**config.mk**
```make
export PLATFORM = sky130hd
export DESIGN_NAME = if_id_expand
export DESIGN_NICKNAME = d
export VERILOG_FILES = /design/src/rtl/if_id_expand.sv
export SDC_FILE = /design/constraint.sdc
export NUM_CORES = 1
export LEC_CHECK = 0
export BUFFER_PORTS_ARGS = -buffer_cell sky130_fd_sc_hd__buf_2
export CAP_MARGIN = 20
export CORE_MARGIN = 8
export CORE_UTILIZATION = 50
export CTS_CLUSTER_SIZE = 30
export DETAILED_ROUTE_END_ITERATION = 7
export PLACE_DENSITY_LB_ADDON = 0.2
export SLEW_MARGIN = 40
export SYNTH_ARGS = -nofsm -noshare
export SYNTH_HDL_FRONTEND = slang
export SYNTH_SLANG_ARGS = --single-unit
export TNS_END_PERCENT = 10
```
**constraint.sdc**
```tcl
create_clock -name clk -period 4.8 [get_ports clk]
set_input_delay 0.48 -clock clk [delete_from_list [all_inputs] [get_ports clk]]
set_output_delay 0.48 -clock clk [all_outputs]
set_load 0.02 [all_outputs]
```
**src/rtl/if_id_expand.sv**
```systemverilog
// Fetch-to-decode stage: RV32C expansion, illegal-encoding detection,
// one-entry skid buffer so a decode stall never drops a fetched word.
module if_id_expand #(
  parameter int unsigned XLEN = 32,
  parameter logic [31:0] NOP  = 32'h00000013
) (
  input  logic            clk,
  input  logic            rst,
  input  logic [31:0]     ins_in,
  input  logic            comp_in,
  input  logic [XLEN-1:0] pc_in,
  input  logic            in_valid,
  output logic            in_ready,
  input  logic            stall,
  input  logic            flush,
  output logic [31:0]     ins_out,
  output logic [XLEN-1:0] pc_out,
  output logic [XLEN-1:0] pc_next_out,
  output logic            comp_out,
  output logic            illegal_out,
  output logic            valid_out
);

  // returns {illegal, expanded instruction}
  function automatic logic [32:0] expand(input logic [15:0] c);
    logic [31:0] r;
    logic        ill;
    logic [4:0]  rd;
    logic [4:0]  rs2;
    logic [4:0]  rdp;
    logic [4:0]  rs2p;
    logic [20:1] joff;
    logic [12:1] boff;
    logic [11:0] imm6;
    logic [2:0]  f3;
    logic [6:0]  f7;
    r    = NOP;
    ill  = 1'b0;
    f3   = 3'b000;
    f7   = 7'h00;
    rd   = c[11:7];
    rs2  = c[6:2];
    rdp  = {2'b01, c[9:7]};
    rs2p = {2'b01, c[4:2]};
    joff = {{10{c[12]}}, c[8], c[10:9], c[6], c[7],
            c[2], c[11], c[5:3]};
    boff = {{5{c[12]}}, c[6:5], c[2], c[11:10], c[4:3]};
    imm6 = {{7{c[12]}}, c[6:2]};
    case ({c[1:0], c[15:13]})
      5'b00_000: begin
        r   = {2'b00, c[10:7], c[12:11], c[5], c[6], 2'b00,
               5'd2, 3'b000, rs2p, 7'h13};
        ill = (c[12:5] == 8'd0);
      end
      5'b00_010:
        r = {5'b0, c[5], c[12:10], c[6], 2'b00,
             rdp, 3'b010, rs2p, 7'h03};
      5'b00_110:
        r = {5'b0, c[5], c[12], rs2p, rdp, 3'b010,
             c[11:10], c[6], 2'b00, 7'h23};
      5'b01_000:
        r = {imm6, rd, 3'b000, rd, 7'h13};
      5'b01_001:
        r = {joff[20], joff[10:1], joff[11], joff[19:12],
             5'd1, 7'h6f};
      5'b01_010:
        r = {imm6, 5'd0, 3'b000, rd, 7'h13};
      5'b01_011: begin
        ill = ~c[12] & (c[6:2] == 5'd0);
        if (rd == 5'd2)
          r = {{2{c[12]}}, c[12], c[4:3], c[5], c[2], c[6],
               4'b0000, 5'd2, 3'b000, 5'd2, 7'h13};
        else
          r = {{14{c[12]}}, c[12], c[6:2], rd, 7'h37};
      end
      5'b01_100: begin
        case (c[11:10])
          2'b00: begin
            r   = {7'h00, c[6:2], rdp, 3'b101, rdp, 7'h13};
            ill = c[12];
          end
          2'b01: begin
            r   = {7'h20, c[6:2], rdp, 3'b101, rdp, 7'h13};
            ill = c[12];
          end
          2'b10:
            r = {imm6, rdp, 3'b111, rdp, 7'h13};
          default: begin
            case (c[6:5])
              2'b00: begin f3 = 3'b000; f7 = 7'h20; end
              2'b01: f3 = 3'b100;
              2'b10: f3 = 3'b110;
              default: f3 = 3'b111;
            endcase
            r   = {f7, rs2p, rdp, f3, rdp, 7'h33};
            ill = c[12];
          end
        endcase
      end
      5'b01_101:
        r = {joff[20], joff[10:1], joff[11], joff[19:12],
             5'd0, 7'h6f};
      5'b01_110:
        r = {boff[12], boff[10:5], 5'd0, rdp, 3'b000,
             boff[4:1], boff[11], 7'h63};
      5'b01_111:
        r = {boff[12], boff[10:5], 5'd0, rdp, 3'b001,
             boff[4:1], boff[11], 7'h63};
      5'b10_000: begin
        r   = {7'h00, c[6:2], rd, 3'b001, rd, 7'h13};
        ill = c[12];
      end
      5'b10_010: begin
        r   = {4'b0, c[3:2], c[12], c[6:4], 2'b00,
               5'd2, 3'b010, rd, 7'h03};
        ill = (rd == 5'd0);
      end
      5'b10_100: begin
        if (!c[12]) begin
          if (rs2 == 5'd0) begin
            r   = {12'd0, rd, 3'b000, 5'd0, 7'h67};
            ill = (rd == 5'd0);
          end else begin
            r = {7'h00, rs2, 5'd0, 3'b000, rd, 7'h33};
          end
        end else if (rs2 == 5'd0) begin
          if (rd == 5'd0)
            r = 32'h00100073;
          else
            r = {12'd0, rd, 3'b000, 5'd1, 7'h67};
        end else begin
          r = {7'h00, rs2, rd, 3'b000, rd, 7'h33};
        end
      end
      5'b10_110:
        r = {4'b0, c[8:7], c[12], rs2, 5'd2, 3'b010,
             c[11:9], 2'b00, 7'h23};
      default:
        ill = 1'b1;
    endcase
    if (ill) r = NOP;
    return {ill, r};
  endfunction

  logic            skid_full;
  logic [31:0]     skid_ins;
  logic [XLEN-1:0] skid_pc;
  logic            skid_comp;

  logic            accept;
  logic [31:0]     src_ins;
  logic [XLEN-1:0] src_pc;
  logic            src_comp;
  logic [32:0]     exp_c;
  logic [31:0]     src_out;
  logic            src_ill;

  assign in_ready = ~skid_full;
  assign accept   = in_valid & in_ready;

  // skid contents are older than the input, so they drain first
  assign src_ins  = skid_full ? skid_ins  : ins_in;
  assign src_pc   = skid_full ? skid_pc   : pc_in;
  assign src_comp = skid_full ? skid_comp : comp_in;
  assign exp_c    = expand(src_ins[15:0]);

  always_comb begin
    src_out = src_ins;
    src_ill = (src_ins[1:0] != 2'b11) | (src_ins == 32'd0);
    if (src_comp) begin
      src_out = exp_c[31:0];
      src_ill = exp_c[32];
    end
  end

  always_ff @(posedge clk or posedge rst) begin
    if (rst) begin
      ins_out     <= NOP;
      pc_out      <= '0;
      pc_next_out <= '0;
      comp_out    <= 1'b0;
      illegal_out <= 1'b0;
      valid_out   <= 1'b0;
      skid_full   <= 1'b0;
      skid_ins    <= '0;
      skid_pc     <= '0;
      skid_comp   <= 1'b0;
    end else if (flush) begin
      valid_out   <= 1'b0;
      ins_out     <= NOP;
      illegal_out <= 1'b0;
      comp_out    <= 1'b0;
      skid_full   <= 1'b0;
    end else if (stall) begin
      if (accept) begin
        skid_ins  <= ins_in;
        skid_pc   <= pc_in;
        skid_comp <= comp_in;
        skid_full <= 1'b1;
      end
    end else if (skid_full || accept) begin
      ins_out     <= src_out;
      pc_out      <= src_pc;
      pc_next_out <= src_pc + (src_comp ? XLEN'(2) : XLEN'(4));
      comp_out    <= src_comp;
      illegal_out <= src_ill;
      valid_out   <= 1'b1;
      if (skid_full) begin
        skid_full <= accept;
        if (accept) begin
          skid_ins  <= ins_in;
          skid_pc   <= pc_in;
          skid_comp <= comp_in;
        end
      end
    end else begin
      valid_out <= 1'b0;
      ins_out   <= NOP;
    end
  end

endmodule

```
==> flow_metrics.tcl <==
set metrics [dict create \
    status "finished, final reports clean" \
    multi_input_area_um2 4798 \
    crit_path_cell_trace "mux2i_1, clkinv_1, ha_1, fa_1, inv_1, a221oi_4, nand4_4, or4b_4, xnor2_1, mux2_2" \
    slew_viol_final 0 \
    layout-drive-gt1-share 0.3267 \
    crit_slowest_cell "dfrtp_4" \
    dieArea_um2 22980 \
    syn_area_um2 9194 \
    fmax_ghz 0.2935 \
    clockBufferDepth 2 \
    ys_top_cells_by_area "dfrtp_1 44%, mux2_2 11%, mux2i_1 5.9%" \
    path_clk_slew_ns 0.07 \
    cap_viol_max_count 0 \
    hold_viol 0 \
    yosysMostFrequentCell "dfrtp_1" \
    drt_iter0_drc 642 \
    cp.arrival_ns 3.73 \
    post_cts_buffers 0 \
    clock-sinks 164 \
    synth_cell_types 87 \
    slowest_delay_ns 0.77 \
    port_buffers 169 \
    drc_errors 0 \
    ys_warn_count 0 \
    wl_um 26790 \
    dp_hpwl_um 19910 \
    syn_avg_cell_area_um2 10.39 \
    numCtsBuffers 17 \
    finalCriticalPeriod_ns 3.407 \
    fill_cells 1535 \
    track_usage 0.2345 \
    first_global_vias 7576 \
    rows 49 \
    wl_per_cell_um 20.95 \
    fin_skew_ns 0.01189 \
    cp.required_ns 5.12 \
    syn_to_final_growth_pct 17.73 \
    core_area_um2 18020 \
    cts_hold_buffers 0 \
    die_h_um 151.6 \
    grt_setup_unrepaired "false" \
    path_buf_inv 2 \
    insertion_delay_ns 0.43 \
    p_leak_uw 0.004829 \
    fin_util 0.6005 \
    htreeDepth 4 \
    fp.dieW_um 151.6 \
    ios 170 \
    cts_resized 0 \
    synth_top_area_share 0.4382 \
    powerDensity_nw_per_um2 384.3 \
    relSlewSlack 0.4495 \
    finalCritPeriodShare 0.7097 \
    yosysSeqAreaShare 0.4468 \
    setup_tns_ns 0 \
    critical-path-top-delay-family "simple AND/OR/NAND/NOR gates" \
    nets 1110 \
    first_pass_iters 5 \
    gp_congestion 0.9989 \
    peakVddDrop_v 0.0002612 \
    tritoncts "done" \
    ys_ff_latch 164 \
    vias 7684 \
    register_area_um2 4111 \
    path_class "reg -> reg" \
    antenna_found_initial 1 \
    antennaDiodeCount 0 \
    worst_setup_path_start_kind "flip-flop" \
    start_util 0.5101 \
    tightestPinTransition_ns 0.8182 \
    synth_edf_count 0 \
    setup_violations 0 \
    synth_cells 885 \
    synth_nets 958 \
    synth_ff_type "dfrtp_1" \
    hold_path_class "in -> async" \
    via_per_inst 6.008 \
    synth_commonest_cells "161 x dfrtp_1, 125 x nand2_1, 89 x mux2_2, 66 x o21ai_0, 54 x mux2i_1" \
    synth_area_leader_cell "dfrtp_1" \
    grt_overflow_total 0 \
    cts_root_buffer "clkbuf_16" \
    ant_nets 0 \
    grt_max_degree 105 \
    worstSetupEndpointType "flip-flop" \
    path_max_fanout 47 \
    grt_pass1_wl_um 42030 \
    synthArstFlopShare 1.000 \
    ff2ff_setup_slack_ns 1.39 \
]
-- layout make-up --
class,instances,area share
multi-input combinational,662,0.4433
clock buffer,19,0.04184
inverter,7,0.002774
clock inverter,13,0.01503
tap,229,0.02647
sequential,164,0.3798
timing repair buffer,185,0.09074
-- per-layer routing --
metal	GRT usage	vias to the layer above	wire length (µm)
met5	0	-	0
met4	0.08672	0	683
met3	0.04574	59	1843
met2	0.3776	307	12550
met1	0.3084	3711	11720
li1	-	3607	-
-- flip-flops by register name, indices dropped and copies added, names as in the netlist, 31 cells and up --
| signal | count |
|---|---|
| skid_ins | 32 |
| skid_pc | 32 |
| ins_out | 32 |
| pc_next_out | 31 |
| pc_out | 32 |
-- path summary, 6_finish.rpt --
check,start,to,cells past startpoint
min in group clk,ins_in[21],skid_ins[21],2
max in group asynchronous,rst,skid_full,3
worst max-delay path,skid_full,pc_next_out[31],10
worst min-delay path,rst,skid_ins[3],3
worst min register to register,pc_out[31],pc_out[31],2
worst max register to register,skid_full,pc_next_out[31],10
-- worst reg2reg max path, cell delays in order, from the launching register on --
cell	delay (ns)
dfrtp_4	0.77
mux2i_1	0.18
clkinv_1	0.21
ha_1	0.24
fa_1	0.18
inv_1	0.10
a221oi_4	0.38
nand4_4	0.27
or4b_4	0.60
xnor2_1	0.13
mux2_2	0.25
-- through the flow --
| stage | instances | setup WS, ns | power [µW] | hold WS, ns | instance area [µm²] |
|---|---|---|---|---|---|
| final | 1279 | 1.393 | 4160 | 0.1951 | 10820 |
| after global routing | 1279 | 1.185 | 4364 | 0.2470 | 10820 |
| after CTS | 1279 | 1.335 | 4195 | 0.2215 | 10820 |
| after detailed placement | 1247 | 1.360 | 2762 | 0.4576 | 10200 |
| after global placement | 1247 | 1.370 | 2745 | 0.4555 | 10200 |
| after floorplan | 885 | 0.8304 | 2417 | 0.4750 | 9198 |
-- power by group --
group          switching, µW  total [µW]  internal [µW]  leakage [µW]
Clock                    609        1420            813      0.000301
Combinational            573         955            381       0.00249
Sequential               165        1780           1620       0.00204
Total                   1350        4160           2810       0.00483
-- cell families (layout without fill, tap and decap cells) --
logic type / after synthesis / in the layout / share of synthesized area
flops: 164 / 164 / 0.4468
xor+xnor: 26 / 26 / 0.02477
simple gates: 272 / 272 / 0.1554
fa+ha+maj: 3 / 3 / 0.004899
mux: 145 / 145 / 0.1709
buf+inv: 59 / 224 / 0.03375
compound gates: 216 / 216 / 0.1634
-- cells in the final DEF (no fill, tap or decap), types with 16 or more instances in the layout --
| master | instances |
|---|---|
| a21oi_1 | 30 |
| buf_2 | 169 |
| clkbuf_16 | 17 |
| dfrtp_1 | 160 |
| mux2_2 | 89 |
| mux2i_1 | 53 |
| nand2_1 | 125 |
| nand3_1 | 23 |
| nor2_1 | 30 |
| o21ai_0 | 66 |
| o221ai_1 | 23 |
| xnor2_1 | 16 |
No activity file was read; power rests on OpenSTA's default activity.
